$ cat src/rtl/stream_id_demux.sv
// Packet demultiplexer: routes each input packet to the output channel named by
// the id on its head beat, with one output register per channel.
module stream_id_demux #(
    parameter int T_DATA_WIDTH = 4,
    parameter int M_DATA_COUNT = 2,
    localparam int ID_WIDTH = $clog2(M_DATA_COUNT)
) (
    input  logic                    clk,
    input  logic                    rst,
    input  logic [T_DATA_WIDTH-1:0] s_data_i,
    input  logic [ID_WIDTH-1:0]     s_id_i,
    input  logic                    s_last_i,
    input  logic                    s_valid_i,
    output logic                    s_ready_o,
    output logic [T_DATA_WIDTH-1:0] m_data_o [M_DATA_COUNT],
    output logic [M_DATA_COUNT-1:0] m_last_o,
    output logic [M_DATA_COUNT-1:0] m_valid_o,
    input  logic [M_DATA_COUNT-1:0] m_ready_i,
    output logic                    err_o
);

    typedef enum logic {IDLE, BUSY} state_t;

    localparam logic [ID_WIDTH:0] CHAN_COUNT = (ID_WIDTH+1)'(M_DATA_COUNT);

    state_t                  state_q, state_d;
    logic [ID_WIDTH-1:0]     lock_q, lock_d;
    logic [ID_WIDTH-1:0]     target;
    logic                    in_range;
    logic                    target_free;
    logic                    accept;
    logic [M_DATA_COUNT-1:0] load;

    // Out-of-range targets are always ready so their packets drain to nowhere.
    always_comb begin
        target      = (state_q == BUSY) ? lock_q : s_id_i;
        in_range    = ({1'b0, target} < CHAN_COUNT);
        target_free = 1'b0;
        for (int i = 0; i < M_DATA_COUNT; i++) begin
            if (target == ID_WIDTH'(i)) begin
                target_free = !m_valid_o[i] || m_ready_i[i];
            end
        end
        s_ready_o = in_range ? target_free : 1'b1;
        accept    = s_valid_i && s_ready_o;
        for (int i = 0; i < M_DATA_COUNT; i++) begin
            load[i] = accept && (target == ID_WIDTH'(i));
        end
    end

    always_comb begin
        state_d = state_q;
        lock_d  = lock_q;
        case (state_q)
            IDLE: begin
                if (accept && !s_last_i) begin
                    state_d = BUSY;
                    lock_d  = s_id_i;
                end
            end
            BUSY: begin
                if (accept && s_last_i) begin
                    state_d = IDLE;
                end
            end
            default: state_d = IDLE;
        endcase
    end

    always_ff @(posedge clk) begin
        if (rst) begin
            state_q <= IDLE;
            lock_q  <= '0;
        end else begin
            state_q <= state_d;
            lock_q  <= lock_d;
        end
    end

    // A load wins over a drain, so a ready channel streams one beat per cycle.
    always_ff @(posedge clk) begin
        for (int i = 0; i < M_DATA_COUNT; i++) begin
            if (rst) begin
                m_data_o[i]  <= '0;
                m_last_o[i]  <= 1'b0;
                m_valid_o[i] <= 1'b0;
            end else if (load[i]) begin
                m_data_o[i]  <= s_data_i;
                m_last_o[i]  <= s_last_i;
                m_valid_o[i] <= 1'b1;
            end else if (m_ready_i[i]) begin
                m_valid_o[i] <= 1'b0;
            end
        end
    end

    always_ff @(posedge clk) begin
        if (rst) begin
            err_o <= 1'b0;
        end else if (accept && !in_range) begin
            err_o <= 1'b1;
        end
    end

endmodule

$ cat config.mk
export PLATFORM = sky130hd
export DESIGN_NAME = stream_id_demux
export DESIGN_NICKNAME = d
export VERILOG_FILES = /design/src/rtl/stream_id_demux.sv
export SDC_FILE = /design/constraint.sdc
export NUM_CORES = 1
export LEC_CHECK = 0
export CAP_MARGIN = 20
export CORE_MARGIN = 8
export CORE_UTILIZATION = 29
export DETAILED_ROUTE_END_ITERATION = 12
export GPL_TIMING_DRIVEN = 1
export HOLD_SLACK_MARGIN = 0.05
export SKIP_CTS_REPAIR_TIMING = 1
export SYNTH_ARGS = -nofsm -noshare
export SYNTH_HDL_FRONTEND = slang
export SYNTH_SLANG_ARGS = --single-unit
$ cat constraint.sdc
create_clock -name clk -period 2.1 [get_ports clk]
set_input_delay 0.42 -clock clk [delete_from_list [all_inputs] [get_ports clk]]
set_output_delay 0.42 -clock clk [all_outputs]
set_load 0.01 [all_outputs]
==> run metrics, run 1 <==
WL per Instance=11.83 µm; hold_sp=lock_q; ys async rst share=0%; Final Net Count=95; Max H-tree Level=1; Die W=59.92 µm; Post-synth EDFFs=0; CTS root buffer=clkbuf_4; leading area contributor after synthesis=dfxtp_1; fin util=46.48%; Row Count=16; Slowest cell on crit path=clkdlybuf4s50_1; TNS Setup=0 ns; post-route ant nets=0; CTS tree=done; Routed WL=1290 µm; startpoint class of the critical path=input port; syn avg cell area=10.55 µm²; vias in the first global route=491; Slew Limit Fails=0; DP Wirelength=1004 µm; CP top delay family=buffers and inverters; syn nets=64; R2R depth=6; core region area=1882 µm²; overall power=0.0005572 W; drt first pass iters=4; first-pass GRT wire length=2076 µm; Vias=472; CP endpoint kind=primary output; Die Area=3590 µm²; RSZ-0062 raised after global routing=no; worst-case vdd ir drop=401.9 µV; status=finished clean; Leak Pwr=0.3784 nW; Largest stage delay, worst path=0.43 ns; post-synth cell types=15; global route overflow=0; Num CTS Buffers=3; Cells after DPL=105; share of the yosys chip area belonging to registers=50.11%; worst skew pair latency=0.27 ns; num ports=25; count leader, synth=dfxtp_1; critical path required time=1.68 ns; fin crit period=1.998 ns; crit path buf inv count=2; Crit path arrival time=1.58 ns; Initial Utilization=29.72%; share of layout cells above drive strength 1=17.07%; Commonest cells post-synth=14 x dfxtp_1, 12 x mux2i_1, 10 x nor2_1; Synth Instances=53; die height=59.92 µm; clk slew on worst S/H paths=0.08 ns; Layout area overhead=56.38%; max-cap violation count=0; Top FF cell, synth=dfxtp_1; gr usage total=7.675%; DRC violations left=0; largest net degree at the start of global routing=9; Buffers on Ports=23; top cell type's share of synthesized area=50.11%; Hold Path Cell Cnt=2; final-report setup violation count=0; Synth Cell Area=559.3 µm²; Setup CP Type=in2out; pwr/cell area=637.1 nW/µm²; Worst Path Max Fanout=2; final std cells w/o fill=109; Final Hold Viols=0; YS warnings=0; critical-path cell list=clkdlybuf4s50_1 > mux2i_2 > mux2_2 > dlymetal6s2s_1; Clock Sinks=14; Synth Register Bits=14; Setup Skew=0.0007161 ns; Max Fclk=500.6 MHz; Hold Path Sink=lock_q; R2R Path End=m_data_o[1]; routability cong.=0.6194; R2R setup slack=0.54 ns; initial antenna violation count=0; Synth area leaders=dfxtp_1 50%, mux2i_1 21%, nor2_1 6.7%, nand2b_1 4.5%, a21oi_1 2.7%; Vias/cell=4.330; HP Class=reg2reg; diode count=0; fin crit share=95.13%; clock buffer depth=2; initial drt markers=4
layout by cell type, fill, tap and decap left out, drive strengths merged:
master | synthesis | layout
clkbuf | 1 | 3
a211oi | 1 | 1
a21oi | 3 | 3
dfxtp | 14 | 14
mux2i | 12 | 12
nand2b | 4 | 4
a21o | 1 | 1
clkdlybuf4s50 | 0 | 22
nand3b | 1 | 1
nand3 | 2 | 2
dlymetal6s2s | 0 | 1
nor2 | 10 | 10
conb | 1 | 1
mux2 | 1 | 1
buf | 2 | 6
area by class of cell:
class                           count  area [µm²]
Tap cell                           27       33.78
Sequential cell                    14       280.3
Fill cell                         198        1007
Clock buffer                        3       22.52
Multi-Input combinational cell     36       260.3
Timing Repair Buffer               29       277.8
cells by family after synthesis:
group / Yosys count / synth area share [%]
AND/OR/NAND/NOR: 17 / 15.21
flip-flops: 14 / 50.11
multiplexers: 13 / 23.49
AO/OA/AOI/OAI: 5 / 6.487
buffers and inverters: 3 / 4.027
other: 1 / 0.6705
tightest hold or removal path: stages, from the launching register on:
cell      delay [ns]
dfxtp_1         0.33
nand2b_1        0.06
mux2i_1         0.05
state kept, by name (all words and copies together), names as in the netlist, named ones only:
| name | flops |
|---|---|
| m_data_o | 8 |
| m_last_o | 2 |
| m_valid_o | 2 |
| lock_q | 1 |
stage by stage:
stage	hold slack (ns)	worst slack (ns)	cell area [µm²]
floorplan	0.4477	0.6498	559.3
global placement	0.4608	-0.2827	838.3
detailed placement	0.4675	-0.2792	838.3
CTS	0.4787	-0.2905	860.8
global route	0.5190	0.06872	874.6
finish	0.4846	0.1022	874.6
how the worst max path moves through the flow:
stage / slack, ns / endpoint / from / cells past startpoint
after detailed placement: -0.28 / s_ready_o / s_id_i / 4
after CTS: -0.29 / s_ready_o / s_id_i / 4
after global placement: -0.28 / s_ready_o / s_id_i / 4
final: 0.10 / s_ready_o / s_id_i / 4
after global routing: 0.07 / s_ready_o / s_id_i / 4
after floorplan: 0.65 / s_ready_o / register / 2
power breakdown:
part           leakage, nW  internal, W  switching, W
clock network       0.0138    0.0000663     0.0000797
registers            0.115     0.000282    0.00000914
logic                0.250    0.0000731     0.0000474
per-layer routing:
metal	part of all wire (%)	global-route usage (%)	up-vias
met1	44	7.985	218
met2	45	12.00	15
met4	1.0	5.102	0
li1	-	-	237
met5	0	0	-
met3	10	3.656	2
Note: power is estimated with default switching activity, not from simulation.
==> run 2, diff against run 1 <==
clock period = 1.6 ns   (was 2.1 ns; I/O delays follow)
==> run 2 against run 1 <==
Compared with the run above: the run now ends with negative setup slack left; largest cell class is now buffers; wire length rose by 5.3%; power rose by 46%; sequential power rose by 31%; setup slack got worse by 0.16 ns; via count rose by 4.0%; global-route usage rose by 0.39 points; first-iteration DRC count rose by 100%.
==> run metrics, run 2 (same netlist as run 1, synthesis figures left out) <==
Crit path arrival time=1.34 ns (-0.24 ns); critical path required time=1.28 ns (-0.40 ns); DRC violations left=0 (unchanged); first-pass GRT wire length=2139 µm (+3.0%); largest net degree at the start of global routing=9 (unchanged); global route overflow=0 (unchanged); CTS tree=done; Routed WL=1359 µm (+5.3%); Critical Path Stages=3 (-1); num ports=25 (unchanged); most flop-heavy register=m_data_o; Setup Skew=0.004414 ns (+0.003698 ns); fin util=50.13% (+3.7 points); CP top delay family=multiplexers; Buffers on Ports=23 (unchanged); Largest stage delay, worst path=0.37 ns (-0.06 ns); worst-case vdd ir drop=682.3 µV (+70%); diode count=0 (unchanged); final worst setup slack=-0.05708 ns (-0.1593 ns); pwr/cell area=861.9 nW/µm² (+35%); Clock Sinks=14 (unchanged); gr usage total=8.070% (+0.39 points); post-route ant nets=0 (unchanged); commonest non-fill, non-tap cells in the layout=21 x clkdlybuf4s50_1, 13 x dfxtp_1, 11 x mux2i_1, 11 x buf_4, 10 x nor2_1; routability cong.=0.6682 (+7.9%); Die W=59.92 µm (unchanged); Max H-tree Level=1 (unchanged); startpoint class of the critical path=register; max-cap violation count=0 (unchanged); R2R setup slack=0.10 ns (-0.44 ns); clock buffer depth=2 (unchanged); top flop regs=m_data_o (8), m_last_o (2), m_valid_o (2); fin crit period=1.657 ns; initial antenna violation count=0 (unchanged); max reg flops=8 (unchanged); final-report setup violation count=1 (+1); Final Net Count=100 (+5.3%); status=finished, violations left; WL per Instance=11.82 µm (-0.15%); Worst Path Max Fanout=2 (unchanged); Slew Limit Fails=0 (unchanged); overall power=0.0008131 W (+46%); drt first pass iters=3 (-1); R2R depth=6 (unchanged); initial drt markers=8 (+4); critical-path cell list=mux2i_4 > mux2_4 > buf_6; Vias/cell=4.270 (-1.4%); fin crit share=103.6%; RSZ-0062 raised after global routing=yes; vias in the first global route=464 (-5.5%); HP Class=in2reg; most common cell after layout, fill and taps aside=clkdlybuf4s50_1; Setup CP Type=reg2out; Leak Pwr=0.4246 nW (+12%); Final Hold Viols=0 (unchanged); failing checks=negative setup slack; Die Area=3590 µm² (unchanged); core region area=1882 µm² (unchanged); CP endpoint kind=primary output; Num CTS Buffers=3 (unchanged); worst skew pair latency=0.28 ns (about the same); crit path buf inv count=1 (-1); Setup crit end=s_ready_o; Vias=491 (+4.0%); number of fill cells in the layout=203 (+2.5%); Layout area overhead=68.68%; Max Fclk=603.5 MHz; Row Count=16 (unchanged); Initial Utilization=29.72% (unchanged); die height=59.92 µm (unchanged); DP Wirelength=1041 µm (+3.7%); clk slew on worst S/H paths=0.09 ns (about the same); CTS root buffer=clkbuf_4; Slowest cell on crit path=dfxtp_4; share of layout cells above drive strength 1=25.00% (+7.9 points)
## run 2: cell count changes in the layout (fill, tap and decap cells not counted), sizes merged
cell | before | now
clkbuf | 3 | 4
clkdlybuf4s50 | 22 | 21
buf | 6 | 12
## run 2: final cells by class
class                   count  area [µm²]  share of cell area, %
flip-flops and latches     14       284.0                  30.11
multi-input cells          36       272.8                  28.91
repair buffers             34       316.6                  33.55
well taps                  27       33.78                  3.581
clock buffers               4       36.28                  3.846
## run 2: power breakdown
part	switching (W)	internal, W
logic	0.0000663	0.000108
clock network	0.000119	0.000139
registers	0.0000121	0.000369
total	0.000197	0.000616
## run 2: worst min path at each step
stage | startpoint | to | cells past startpoint | slack (ns)
2_1_floorplan | rst | register | 1 | 0.39
3_3_place_gp | lock_q | lock_q | 2 | 0.46
3_5_place_dp | lock_q | lock_q | 2 | 0.47
4_1_cts | lock_q | lock_q | 2 | 0.48
5_1_grt | s_id_i | lock_q | 3 | 0.38
6_report | s_id_i | lock_q | 3 | 0.37
## run 2: worst reg2reg max path, stage by stage, from the launching register on
cell and delay [ns]:
dfxtp_4 0.36, mux2i_4 0.19, buf_4 0.14, nand3b_1 0.21, buf_4 0.20, a21o_2 0.20
a21oi_1 0.13
## run 2: routing by layer
layer  wire [µm]  vias to the layer above  global-route usage [%]
met3         134                        2                   5.591
met1         595                      223                   8.968
met4          13                        0                   3.061
met5           0                        -                       0
met2         614                       16                   11.69
li1            -                      250                       -
## run 2: stage by stage
step,setup TNS [ns],hold WS [ns],instance area [µm²],setup slack [ns],instances
2_1_floorplan,0,0.3891,559.3,0.2340,53
3_3_place_gp,-2.533,0.4611,883.3,-0.5213,111
3_5_place_dp,-2.591,0.4711,883.3,-0.5206,111
4_1_cts,-0.5181,0.4844,919.6,-0.5181,115
5_1_grt,-0.1199,0.3789,943.4,-0.1052,115
6_report,-0.05708,0.3698,943.4,-0.05708,115
